## src/rtl/addseq_limb_sequencer_if.sv

```systemverilog
// Request/result and adder-side bus for addseq_limb_sequencer.
// slave: the sequencer. master: the requester plus adder side (e.g. a bench).
// Macro ADDSEQ_SUBTRACT_EN adds the iSub request bit.
interface addseq_limb_sequencer_if #(
  parameter int W    = 64,
  parameter int LIMB = 16
);
  logic            iValid;
  logic            oAccept;
  logic [W-1:0]    iA;
  logic [W-1:0]    iB;
  logic            iCarryIn;
`ifdef ADDSEQ_SUBTRACT_EN
  logic            iSub;
`endif
  logic            oAddValid;
  logic [LIMB-1:0] oAddX;
  logic [LIMB-1:0] oAddY;
  logic            oAddCarryIn;
  logic [LIMB-1:0] iAddZ;
  logic            iAddCarryOut;
  logic            iAddReady;
  logic [W-1:0]    oSum;
  logic            oCarryOut;
  logic            oDone;
  logic            oError;

  modport slave (
`ifdef ADDSEQ_SUBTRACT_EN
    input  iSub,
`endif
    input  iValid, iA, iB, iCarryIn, iAddZ, iAddCarryOut, iAddReady,
    output oAccept, oAddValid, oAddX, oAddY, oAddCarryIn, oSum, oCarryOut, oDone, oError
  );

  modport master (
`ifdef ADDSEQ_SUBTRACT_EN
    output iSub,
`endif
    output iValid, iA, iB, iCarryIn, iAddZ, iAddCarryOut, iAddReady,
    input  oAccept, oAddValid, oAddX, oAddY, oAddCarryIn, oSum, oCarryOut, oDone, oError
  );
endinterface

```

## src/rtl/addseq_limb_sequencer.sv

```systemverilog
// addseq_limb_sequencer: splits one W-bit add into LIMB-wide transactions
// for the pipelined adder (LSB limb first), chains each limb's carry-out
// into the next limb's carry-in and reassembles the W-bit sum.
// Optional feature: define ADDSEQ_SUBTRACT_EN for bus.iSub (computes A - B).
module addseq_limb_sequencer #(
  parameter int W       = 64,
  parameter int LIMB    = 16,
  parameter int TIMEOUT = 15
) (
  input logic                    clk,
  input logic                    resetn,
  addseq_limb_sequencer_if.slave bus
);
  localparam int N  = W / LIMB;
  localparam int KW = (N > 1) ? $clog2(N) : 1;
  localparam int CW = $clog2(TIMEOUT + 1);

  typedef enum logic [1:0] {IDLE, ISSUE, WAIT, DONE} state_t;

  state_t         state, state_nxt;
  logic [W-1:0]   a_q, b_q, sum_q;
  logic           carry_q, cout_q, err_q;
  logic [KW-1:0]  k_q;
  logic [CW-1:0]  cnt_q;
  logic           sub_in;
  logic           last_limb, timeout_hit;

`ifdef ADDSEQ_SUBTRACT_EN
  assign sub_in = bus.iSub;
`else
  assign sub_in = 1'b0;
`endif

  assign last_limb   = (k_q == KW'(N - 1));
  assign timeout_hit = (cnt_q == CW'(TIMEOUT - 1));

  // Subtraction is folded into the captured operands: B is stored inverted
  // and the running carry starts at 1, so the limb datapath is add-only.
  assign bus.oAccept     = (state == IDLE);
  assign bus.oAddValid   = (state == ISSUE);
  assign bus.oAddX       = a_q[k_q*LIMB +: LIMB];
  assign bus.oAddY       = b_q[k_q*LIMB +: LIMB];
  assign bus.oAddCarryIn = carry_q;
  assign bus.oSum        = sum_q;
  assign bus.oCarryOut   = cout_q;
  assign bus.oDone       = (state == DONE);
  assign bus.oError      = (state == DONE) && err_q;

  // State register
  always_ff @(posedge clk or negedge resetn) begin
    if (!resetn) state <= IDLE;
    else         state <= state_nxt;
  end

  // Next-state logic
  always_comb begin
    state_nxt = state;
    case (state)
      IDLE:    if (bus.iValid) state_nxt = ISSUE;
      ISSUE:   state_nxt = WAIT;
      WAIT: begin
        if (bus.iAddReady) state_nxt = last_limb ? DONE : ISSUE;
        else if (timeout_hit) state_nxt = DONE;
      end
      DONE:    state_nxt = IDLE;
      default: state_nxt = IDLE;
    endcase
  end

  // Operand capture, limb index, carry chain, result assembly and timeout
  always_ff @(posedge clk or negedge resetn) begin
    if (!resetn) begin
      a_q     <= '0;
      b_q     <= '0;
      sum_q   <= '0;
      carry_q <= 1'b0;
      cout_q  <= 1'b0;
      err_q   <= 1'b0;
      k_q     <= '0;
      cnt_q   <= '0;
    end else begin
      case (state)
        IDLE: begin
          k_q   <= '0;
          cnt_q <= '0;
          err_q <= 1'b0;
          if (bus.iValid) begin
            a_q     <= bus.iA;
            b_q     <= sub_in ? ~bus.iB : bus.iB;
            carry_q <= sub_in ? 1'b1 : bus.iCarryIn;
            sum_q   <= '0;
            cout_q  <= 1'b0;
          end
        end
        WAIT: begin
          if (bus.iAddReady) begin
            sum_q[k_q*LIMB +: LIMB] <= bus.iAddZ;
            carry_q <= bus.iAddCarryOut;
            cnt_q   <= '0;
            if (last_limb) cout_q <= bus.iAddCarryOut;
            else           k_q    <= k_q + 1'b1;
          end else begin
            cnt_q <= cnt_q + 1'b1;
            if (timeout_hit) err_q <= 1'b1;
          end
        end
        default: ;
      endcase
    end
  end
endmodule

```

## src/flat_wrapper.sv

```systemverilog
// flat-port wrapper written by rule: the top's interface ports become plain ports
module addseq_limb_sequencer_flat 
#(
  parameter int W       = 64,
  parameter int LIMB    = 16,
  parameter int TIMEOUT = 15
)
  (clk, resetn, bus_iValid, bus_iA, bus_iB, bus_iCarryIn, bus_iAddZ, bus_iAddCarryOut, bus_iAddReady, bus_oAccept, bus_oAddValid, bus_oAddX, bus_oAddY, bus_oAddCarryIn, bus_oSum, bus_oCarryOut, bus_oDone, bus_oError);
  addseq_limb_sequencer_if #(.W(W), .LIMB(LIMB)) bus_i ();
  input logic clk;
  input logic resetn;
  input wire logic [$bits(bus_i.iValid)-1:0] bus_iValid;
  input wire logic [$bits(bus_i.iA)-1:0] bus_iA;
  input wire logic [$bits(bus_i.iB)-1:0] bus_iB;
  input wire logic [$bits(bus_i.iCarryIn)-1:0] bus_iCarryIn;
  input wire logic [$bits(bus_i.iAddZ)-1:0] bus_iAddZ;
  input wire logic [$bits(bus_i.iAddCarryOut)-1:0] bus_iAddCarryOut;
  input wire logic [$bits(bus_i.iAddReady)-1:0] bus_iAddReady;
  output wire logic [$bits(bus_i.oAccept)-1:0] bus_oAccept;
  output wire logic [$bits(bus_i.oAddValid)-1:0] bus_oAddValid;
  output wire logic [$bits(bus_i.oAddX)-1:0] bus_oAddX;
  output wire logic [$bits(bus_i.oAddY)-1:0] bus_oAddY;
  output wire logic [$bits(bus_i.oAddCarryIn)-1:0] bus_oAddCarryIn;
  output wire logic [$bits(bus_i.oSum)-1:0] bus_oSum;
  output wire logic [$bits(bus_i.oCarryOut)-1:0] bus_oCarryOut;
  output wire logic [$bits(bus_i.oDone)-1:0] bus_oDone;
  output wire logic [$bits(bus_i.oError)-1:0] bus_oError;
  assign bus_i.iValid = bus_iValid;
  assign bus_i.iA = bus_iA;
  assign bus_i.iB = bus_iB;
  assign bus_i.iCarryIn = bus_iCarryIn;
  assign bus_i.iAddZ = bus_iAddZ;
  assign bus_i.iAddCarryOut = bus_iAddCarryOut;
  assign bus_i.iAddReady = bus_iAddReady;
  assign bus_oAccept = bus_i.oAccept;
  assign bus_oAddValid = bus_i.oAddValid;
  assign bus_oAddX = bus_i.oAddX;
  assign bus_oAddY = bus_i.oAddY;
  assign bus_oAddCarryIn = bus_i.oAddCarryIn;
  assign bus_oSum = bus_i.oSum;
  assign bus_oCarryOut = bus_i.oCarryOut;
  assign bus_oDone = bus_i.oDone;
  assign bus_oError = bus_i.oError;
  addseq_limb_sequencer #(.W(W), .LIMB(LIMB), .TIMEOUT(TIMEOUT)) u_core (.clk(clk), .resetn(resetn), .bus(bus_i));
endmodule
```

## config.mk

```make
export PLATFORM = sky130hd
export DESIGN_NAME = addseq_limb_sequencer_flat
export DESIGN_NICKNAME = d
export VERILOG_FILES = /design/src/rtl/addseq_limb_sequencer_if.sv /design/src/rtl/addseq_limb_sequencer.sv /design/src/flat_wrapper.sv
export SDC_FILE = /design/constraint.sdc
export NUM_CORES = 1
export LEC_CHECK = 0
export ABC_AREA = 1
export BUFFER_PORTS_ARGS = -buffer_cell sky130_fd_sc_hd__buf_2
export CORE_MARGIN = 8
export CORE_UTILIZATION = 48
export DETAILED_ROUTE_END_ITERATION = 7
export PLACE_DENSITY = 0.86
export SLEW_MARGIN = 10
export SYNTH_ARGS = -nofsm -noshare
export SYNTH_HDL_FRONTEND = slang
export SYNTH_SLANG_ARGS = --single-unit
```

## constraint.sdc

```tcl
create_clock -name clk -period 2.25 [get_ports clk]
set_input_delay 0 -clock clk [delete_from_list [all_inputs] [get_ports clk]]
set_output_delay 0 -clock clk [all_outputs]
set_load 0.01 [all_outputs]
```

# After elaboration in Yosys (flattened, before gate mapping)
# Index checks and enable logic that the tools add are counted.
classes:
  n_addsub: 3
  n_eq_ne: 12
  shifts: 4
  n_mux: 24
  reduce_logical: 9
ops:
  columns: ["operator", "count"]
  rows:
  - ["$mux 64", 2]
  - ["$pmux 64 s2", 1]
  - ["$shiftx 64x7->16", 2]
  - ["$bwmux 64", 1]
  - ["$shift 16x34->64 const A", 1]
  - ["$shiftx 16x34->64", 1]
  - ["$neg 6->34", 1]
  - ["$mux 2", 6]
  - ["$reduce_and 3->1", 3]
  - ["$ne 2x2->1 const B", 4]
  - ["$pmux 2 s4", 1]
  - ["$pmux 4 s2", 1]
  - ["$mux 1", 7]
  - ["$eq 2x2->1 const B", 3]
  - ["$pmux 1 s2", 3]
  - ["$add 4x1->4 const B", 1]
  - ["$eq 4x4->1 const B", 1]
  - ["$mux 4", 1]
  - ["$ne 2x1->1 const B", 2]
  - ["$pmux 2 s2", 1]
  - ["$reduce_and 2->1", 2]
  - ["$reduce_and 4->1", 1]
  - ["$ne 3x2->1 const B", 1]
  - ["$add 2x1->2 const B", 1]
  - ["4 further kinds", 4]
totals:
  reg_bits: 203
  inputBits: 150
  out_inout_bits: 102
  elab_cells: 61

# Depth between registers and ports, before layout
# Gate-level depths: netlist of run 1.
depth:
  word_depth: 5
  mapped_depth: 12
  depth_no_buf: 8

# Least setup slack after synthesis of run 1
# OpenSTA, ideal clock, no wires.
synth_path:
  kind: "register to register"
  start: "reg u_core.k_q[0]"
  end: "reg u_core.sum_q[0], in the netlist u_core.bus.oSum[0]"
  setup_time_ns: 0.117
  arrival_ns: 1.981
  required_ns: 2.133
  path_slack_ns: 0.152
  path_stages_with_launch: 11
  path_buffers: 5
  period_less_slack_ns: 2.098
  cell_sequence: "dfrtp_1 > buf_2 > inv_1 > buf_2 > buf_2 > ha_1 > clkbuf_1 > clkbuf_1 > nor3_1 > nand2_1 > nand2_1"
synth_via:
  elab_chain_cells: 5
  elab_cells_between_ends: 6
  cone_classes: "add/sub: 1; shift: 2; mux: 3"
synth_rtl:
  columns: ["element", "line_no", "source"]
  rows:
  - ["from (decl)", "addseq_limb_sequencer.sv:23", "logic [KW-1:0] k_q;"]
  - ["from (signal assigned)", "addseq_limb_sequencer.sv:101", "else k_q <= k_q + 1'b1;"]
  - ["$neg 6->34 (*)", "addseq_limb_sequencer.sv:97", "sum_q[k_q*LIMB +: LIMB] <= bus.iAddZ;"]
  - ["$shiftx 16x34->64 / $shift 16x34->64 (equally long branches)", "addseq_limb_sequencer.sv:97", null]
  - ["$bwmux 64 (*)", "addseq_limb_sequencer.sv:97", null]
  - ["$mux 64 (*)", "addseq_limb_sequencer.sv:96", "if (bus.iAddReady) begin"]
  - ["$pmux 64 s2 (*)", "addseq_limb_sequencer.sv:82", "case (state)"]
  - ["to (signal, indexed assignment)", "addseq_limb_sequencer.sv:97", null]
  - ["to (decl)", "addseq_limb_sequencer.sv:21", "logic [W-1:0] a_q, b_q, sum_q;"]
# Mark *: on every way between the ends. The rest lies on a longest branch, timed or not. The select of a mux whose other input is x is not followed.
# A chain may end at the register's enable or synchronous reset.

# Worst setup path in the final report of run 1
layout_path:
  start: "reg u_core.k_q[0]"
  end: "out bus_oAddY[4]"
layout_via:
  elab_chain_cells: 1
layout_rtl:
  columns: ["element", "line_no", "source"]
  rows:
  - ["$shiftx 64x7->16", "addseq_limb_sequencer.sv:42", "assign bus.oAddY = b_q[k_q*LIMB +: LIMB];"]
  - ["to (decl)", "flat_wrapper.sv:22", "output wire logic [$bits(bus_i.oAddY)-1:0] bus_oAddY;"]
# Every way passes these cells.

==> results of run 1 <==
critical path, delay by kind of cell (launching register included):
family / cells / cell delay, ns
AOI/OAI and AO/OA: 2 / 0.42
DFF: 1 / 0.41
buffers and inverters: 3 / 0.87
synthesized netlist by cell type (all sizes together):
library cell / count
nor3: 16
dfrtp: 203
nand3: 160
buf: 51
nand4: 2
ha: 8
o22ai: 33
clkbuf: 35
nor2: 125
inv: 36
nand2: 485
a21oi: 6
o21ai: 73
xnor2: 1
report_power, final:
group / internal [µW] / leakage [µW] / switching (µW) / total, µW
logic: 2360 / 0.00421 / 4830 / 7190
clock network: 2170 / 0.000349 / 1520 / 3690
registers: 4930 / 0.00262 / 854 / 5790
total: 9460 / 0.00718 / 7210 / 16700
cells by family (layout without fill, tap and decap cells):
kind of cell               Yosys count  in the layout  synth area share (%)
AOI/OAI and AO/OA                  112            112                  6.64
xor gates and xnor gates             1              1                0.0899
adders and majority gates            8              8                  1.03
buffers and inverters              122            497                  6.35
DFF                                203            203                  52.2
other                                0              4                     0
and+or+nand+nor                    788            788                  33.7
area by class of cell:
class / instances / area (µm²)
antenna: 4 / 10.0
clock buffer: 31 / 626
clock inverter: 8 / 98.8
fill: 1483 / 6780
inverter: 36 / 140
multi-input combinational: 909 / 4040
sequential: 203 / 5080
tap: 270 / 338
timing repair buffer: 422 / 2990
worst min path at each step:
stage / from / to / slack, ns / depth (start not counted)
after floorplan: resetn / u_core.a_q[0] / -0.30 / 0
after global placement: resetn / u_core.a_q[0] / 0.07 / 1
after detailed placement: resetn / u_core.b_q[36] / 0.07 / 1
after CTS: resetn / u_core.b_q[36] / 0.1 / 2
after global routing: resetn / u_core.b_q[20] / 0.13 / 2
final: resetn / u_core.a_q[10] / 0.07 / 2
sequential cells by signal, summed over array words and instances (netlist names), 2 cells and up:
| signal | flops |
|---|---|
| u_core.bus.oSum | 64 |
| u_core.cnt_q | 4 |
| u_core.state | 2 |
| u_core.a_q | 64 |
| u_core.b_q | 64 |
| u_core.k_q | 2 |
timing repair:
item,in CTS,in global routing
hold endpoints to repair,310,0
endpoints found under the setup margin,0,4
gates resized for setup,0,0
hold buffers,150,0
per-layer routing:
metal / wire length, µm / vias to the layer above / part of all wire [%]
met1: 12800 / 4926 / 35
met5: 0 / - / 0
met3: 3770 / 199 / 10
li1: - / 4672 / -
met4: 2370 / 0 / 6.5
met2: 17500 / 805 / 48
through the flow:
stage          std cells  instance area (µm²)  power, µW
2_1_floorplan       1234                 9740      10200
3_3_place_gp        1690                11100      12100
3_5_place_dp        1690                11100      12300
4_1_cts             1879                13300      16200
5_1_grt             1882                13300      17500
6_report            1883                13300      16700
==> flow_summary.ini, run 1 <==
[outcome]
status = completed

[synth]
yosys.area.top_type = dfrtp_1
syn_area_mm2 = 0.00974
synth.top_cell.area_share_pct = 52.2
avgSynthCellArea_um2 = 7.89
synthTopCellsByArea = dfrtp_1, nand2_1, nand3_1, nor2_1, o21ai_0
ys_ff_latch = 203
synth_cells = 1234
ys_seq_area_share_pct = 52.2
yosysWarnings = 0
synth_nets = 1392
synthDistinctLibCells = 26

[sta]
period_minus_slack_ns = 2.23
finClkSkew_ns = 0.00962
rsz0062_at_grt = yes
maxSlewViolCount = 0
timing.final.crit_share_pct = 99.1
fmax_ghz = 0.449
setup_violations = 0
fin_setup_tns_ns = 0
worstMarginPinSlew_ns = 0.655
hold_violations = 0
holdWs_ns = 0.0696
maxSlewHeadroom_pct = 56.3
fin_ws_ns = 0.0213

[worst_setup_path]
crit_type = reg2out
cp.required_ns = 2.25
crit_path_end = bus_oAddY[4]
cp-start-kind = flip-flop
r2r-start = u_core.state[1]
rrSetupSlack_ns = 0.22
worstRegToRegCells = 6
arrival_ns = 2.23
cpPeakStageDelay_ns = 0.41
path_cells = inv_2 > buf_4 > o21ai_0 > o22ai_1 > buf_2
r2r-end = u_core.bus.oCarryOut
crit_start = u_core.k_q[0]
critPathMaxFanout = 33
crit_path_end_kind = primary output
slowest_stage = dfrtp_2

[floorplan]
die_w_um = 158
start_util_pct = 48.5
core_area_mm2 = 0.0201
rows = 52
die_y_um = 158
design.portCount = 252
dieArea_mm2 = 0.0251

[layout]
syn2layout_area_growth_pct = 36.8
final_nets = 1752
fin_util_pct = 66.3
layout-drive-gt1-share_pct = 20.4
final_common_cell = nand2_1
final_cell_mix = nand2_1, buf_2, dfrtp_1, nand3_1, dlygate4sd3_1

[global_routing]
grt.met3_usage_pct = 6.27
grt_use_met1_pct = 33.6
grt_pass1_wl_um = 56600
grt.met2_usage_pct = 48.5
grt_max_degree = 132
grt-ovfl-total = 0
track_usage_pct = 28.8
grt_most_used_layer = met2
antenna_found_initial = 3
grt_pass1_vias = 10600

[clocking]
clk_path_buf_depth = 3
cts.sinks = 203
cts_tree = yes
cts-root-buf = clkbuf_16
post_cts_buffers = 0
ctsHtreeMaxLevel = 1
clk_pin_slew_ns = 0.06
cts_buffers = 22
worstSkewPairLatency_ns = 0.51

[routing]
firstDrtPassIters = 8
wire_per_inst_um = 19.4
ant_nets = 0
wirelength_um = 36500
routed_via_density = 5.63
vias = 10600
drt-initial-drc-count = 1340
drc = 0

[pwr]
ir_worst_vdd_v = 0.000860
p_per_area_mw_per_mm2 = 1250
p_leak_uw = 0.00718

[placement]
dp_hpwl_um = 20700
place.gp.congestion = 0.918
dp_slack_ns = 0.365
io_buffer_count = 251

[flow_run]
cap_violations = 0

[worst_hold_path]
min_path_type = in2async
Note: power is estimated with default switching activity, not from simulation.
==> run 2, diff against run 1 <==
--- a/config.mk
+++ b/config.mk
@@ -8,9 +8,10 @@
 export ABC_AREA = 1
 export BUFFER_PORTS_ARGS = -buffer_cell sky130_fd_sc_hd__buf_2
 export CORE_MARGIN = 8
-export CORE_UTILIZATION = 48
+export CORE_UTILIZATION = 40
 export DETAILED_ROUTE_END_ITERATION = 7
-export PLACE_DENSITY = 0.86
+export PLACE_DENSITY = 0.66
+export RECOVER_POWER = 50
 export SLEW_MARGIN = 10
 export SYNTH_ARGS = -nofsm -noshare
 export SYNTH_HDL_FRONTEND = slang
==> flow_summary.ini, run 2 (synthesis gave the netlist of run 1 again) <==
[outcome]
status = completed

[sta]
maxSlewHeadroom_pct = 17.4
maxSlewViolCount = 0
hold_violations = 0
worstMarginPinSlew_ns = 1.24
finClkSkew_ns = 0.0135
fin_setup_tns_ns = 0
rsz0062_at_grt = no
holdWs_ns = 0.0237
setup_violations = 0
fmax_ghz = 0.463
timing.final.crit_share_pct = 96.1
period_minus_slack_ns = 2.16

[layout]
syn2layout_area_growth_pct = 38.4
multiInputGateArea_mm2 = 0.00404
final_cell_mix = nand2_1, dfrtp_1, buf_2, nand3_1, dlygate4sd3_1
final_nets = 1757
fillers = 2227
stdcell_count = 1941
seq_area_mm2 = 0.00508
layout-drive-gt1-share_pct = 17.5
final_common_cell = nand2_1

[placement]
io_buffer_count = 251
place.gp.congestion = 0.873
dp_hpwl_um = 20700
place_inst = 1747

[floorplan]
die_w_um = 172
design.portCount = 252
rows = 57
dieArea_mm2 = 0.0296
core_area_mm2 = 0.0241
start_util_pct = 40.4
die_y_um = 172

[pwr]
internal_power_uw = 9990
ir_worst_vdd_v = 0.000756
p_per_area_mw_per_mm2 = 1250
p_clk_share_pct = 25.0
fin_total_pwr_uw = 16800
netSwitchingPower_uw = 6830
p_seq_share_pct = 33.8
p_leak_uw = 0.00704
switching_share_pct = 40.6
combPwrFrac_pct = 41.1

[worst_setup_path]
cp-start-kind = flip-flop
crit_type = reg2out
slowest_stage = dfrtp_2
path_buf_inv = 3
cp.required_ns = 2.25
arrival_ns = 2.16
crit_path_end_kind = primary output
cpPeakStageDelay_ns = 0.43
path_cells = inv_2 > buf_6 > o21ai_0 > o22ai_1 > buf_2
critPathMaxFanout = 37
critPathTopFamily = buffers and inverters

[routing]
wirelength_um = 33200
drt-initial-drc-count = 863
wire_per_inst_um = 17.1
drc = 0
vias = 9833
routed_via_density = 5.07
ant_nets = 0
firstDrtPassIters = 5

[global_routing]
grt.met2_usage_pct = 36.3
antenna_found_initial = 0
grt_pass1_vias = 9859
grt-ovfl-total = 0
grt_max_degree = 98
grt.met3_usage_pct = 4.75
grt_pass1_wl_um = 52300
grt_use_met1_pct = 29.0
grt_most_used_layer = met2
track_usage_pct = 22.1

[clocking]
cts-root-buf = clkbuf_16
ctsHtreeMaxLevel = 1
cts_buffers = 23
clk_path_buf_depth = 3
clk_pin_slew_ns = 0.06
worstSkewPairLatency_ns = 0.51
post_cts_buffers = 0
cts_tree = yes
cts.sinks = 203

[worst_hold_path]
min_path_type = in2reg

[flow_run]
cap_violations = 0
-- run 2: cell types whose count changed in the layout (fill, tap and decap cells not counted), sizes merged --
cell	before	now
buf	271	217
bufinv	2	5
clkbuf	32	90
clkinv	4	2
clkinvlp	2	1
diode	4	1
dlygate4sd3	150	151
dlymetal6s4s	0	1
inv	36	37
-- run 2: stage by stage --
stage	instance area, µm²	util [%]	setup WS (ns)
2_1_floorplan	9740	-	0.152
3_3_place_gp	11200	46.5	0.412
3_5_place_dp	11200	46.5	0.387
4_1_cts	13600	56.3	0.00450
5_1_grt	13500	55.9	0.0128
6_report	13500	55.9	0.0885
-- run 2: layout make-up --
cell class | count | area share, %
antenna | 1 | 0.0186
clock inverter | 9 | 1.31
clock buffer | 33 | 5.07
inverter | 36 | 1.04
timing repair buffer | 426 | 21.9
multi-input combinational | 909 | 30.0
tap | 324 | 3.01
sequential | 203 | 37.7
-- run 2: routing by layer --
layer  routed length (µm)  vias to the layer above
met5                    0                        -
met4                  882                        0
met3                 2840                       64
met2                15500                      434
met1                13900                     4643
li1                     -                     4692
-- run 2: tightest hold or removal path: stages --
cell	delay, ns
buf_4	0.26
nand3_1	0.15
nand2_1	0.05
-- run 2: timing repair --
| action | 4_1_cts | 5_1_grt |
|---|---|---|
| hold buffers | 151 | 0 |
| resized for setup | 0 | 3 |
| endpoints found under the setup margin | 0 | 9 |
| endpoints found under the hold margin | 292 | 0 |
-- run 2: path summary, 6_finish.rpt --
kind	from	endpoint	slack, ns	cells past startpoint
setup / recovery	u_core.k_q[0]	bus_oAddX[14]	0.09	5
hold / removal	bus_iValid	u_core.b_q[26]	0.02	3
setup reg to reg	u_core.state[1]	u_core.b_q[45]	0.28	5
hold reg to reg	u_core.b_q[42]	u_core.b_q[42]	0.46	2
max in group asynchronous	resetn	u_core.a_q[60]	0.47	3
min in group asynchronous	resetn	u_core.bus.oSum[55]	0.08	2
-- run 2: power by group through the flow --
stage          logic (µW)  clock network (µW)  registers (µW)
6_report             6920                4210            5690
5_1_grt              7710                4420            5820
3_3_place_gp         6570                   0            5660
3_5_place_dp         6660                   0            5700
2_1_floorplan        4650                   0            5550
4_1_cts              6900                4270            5660
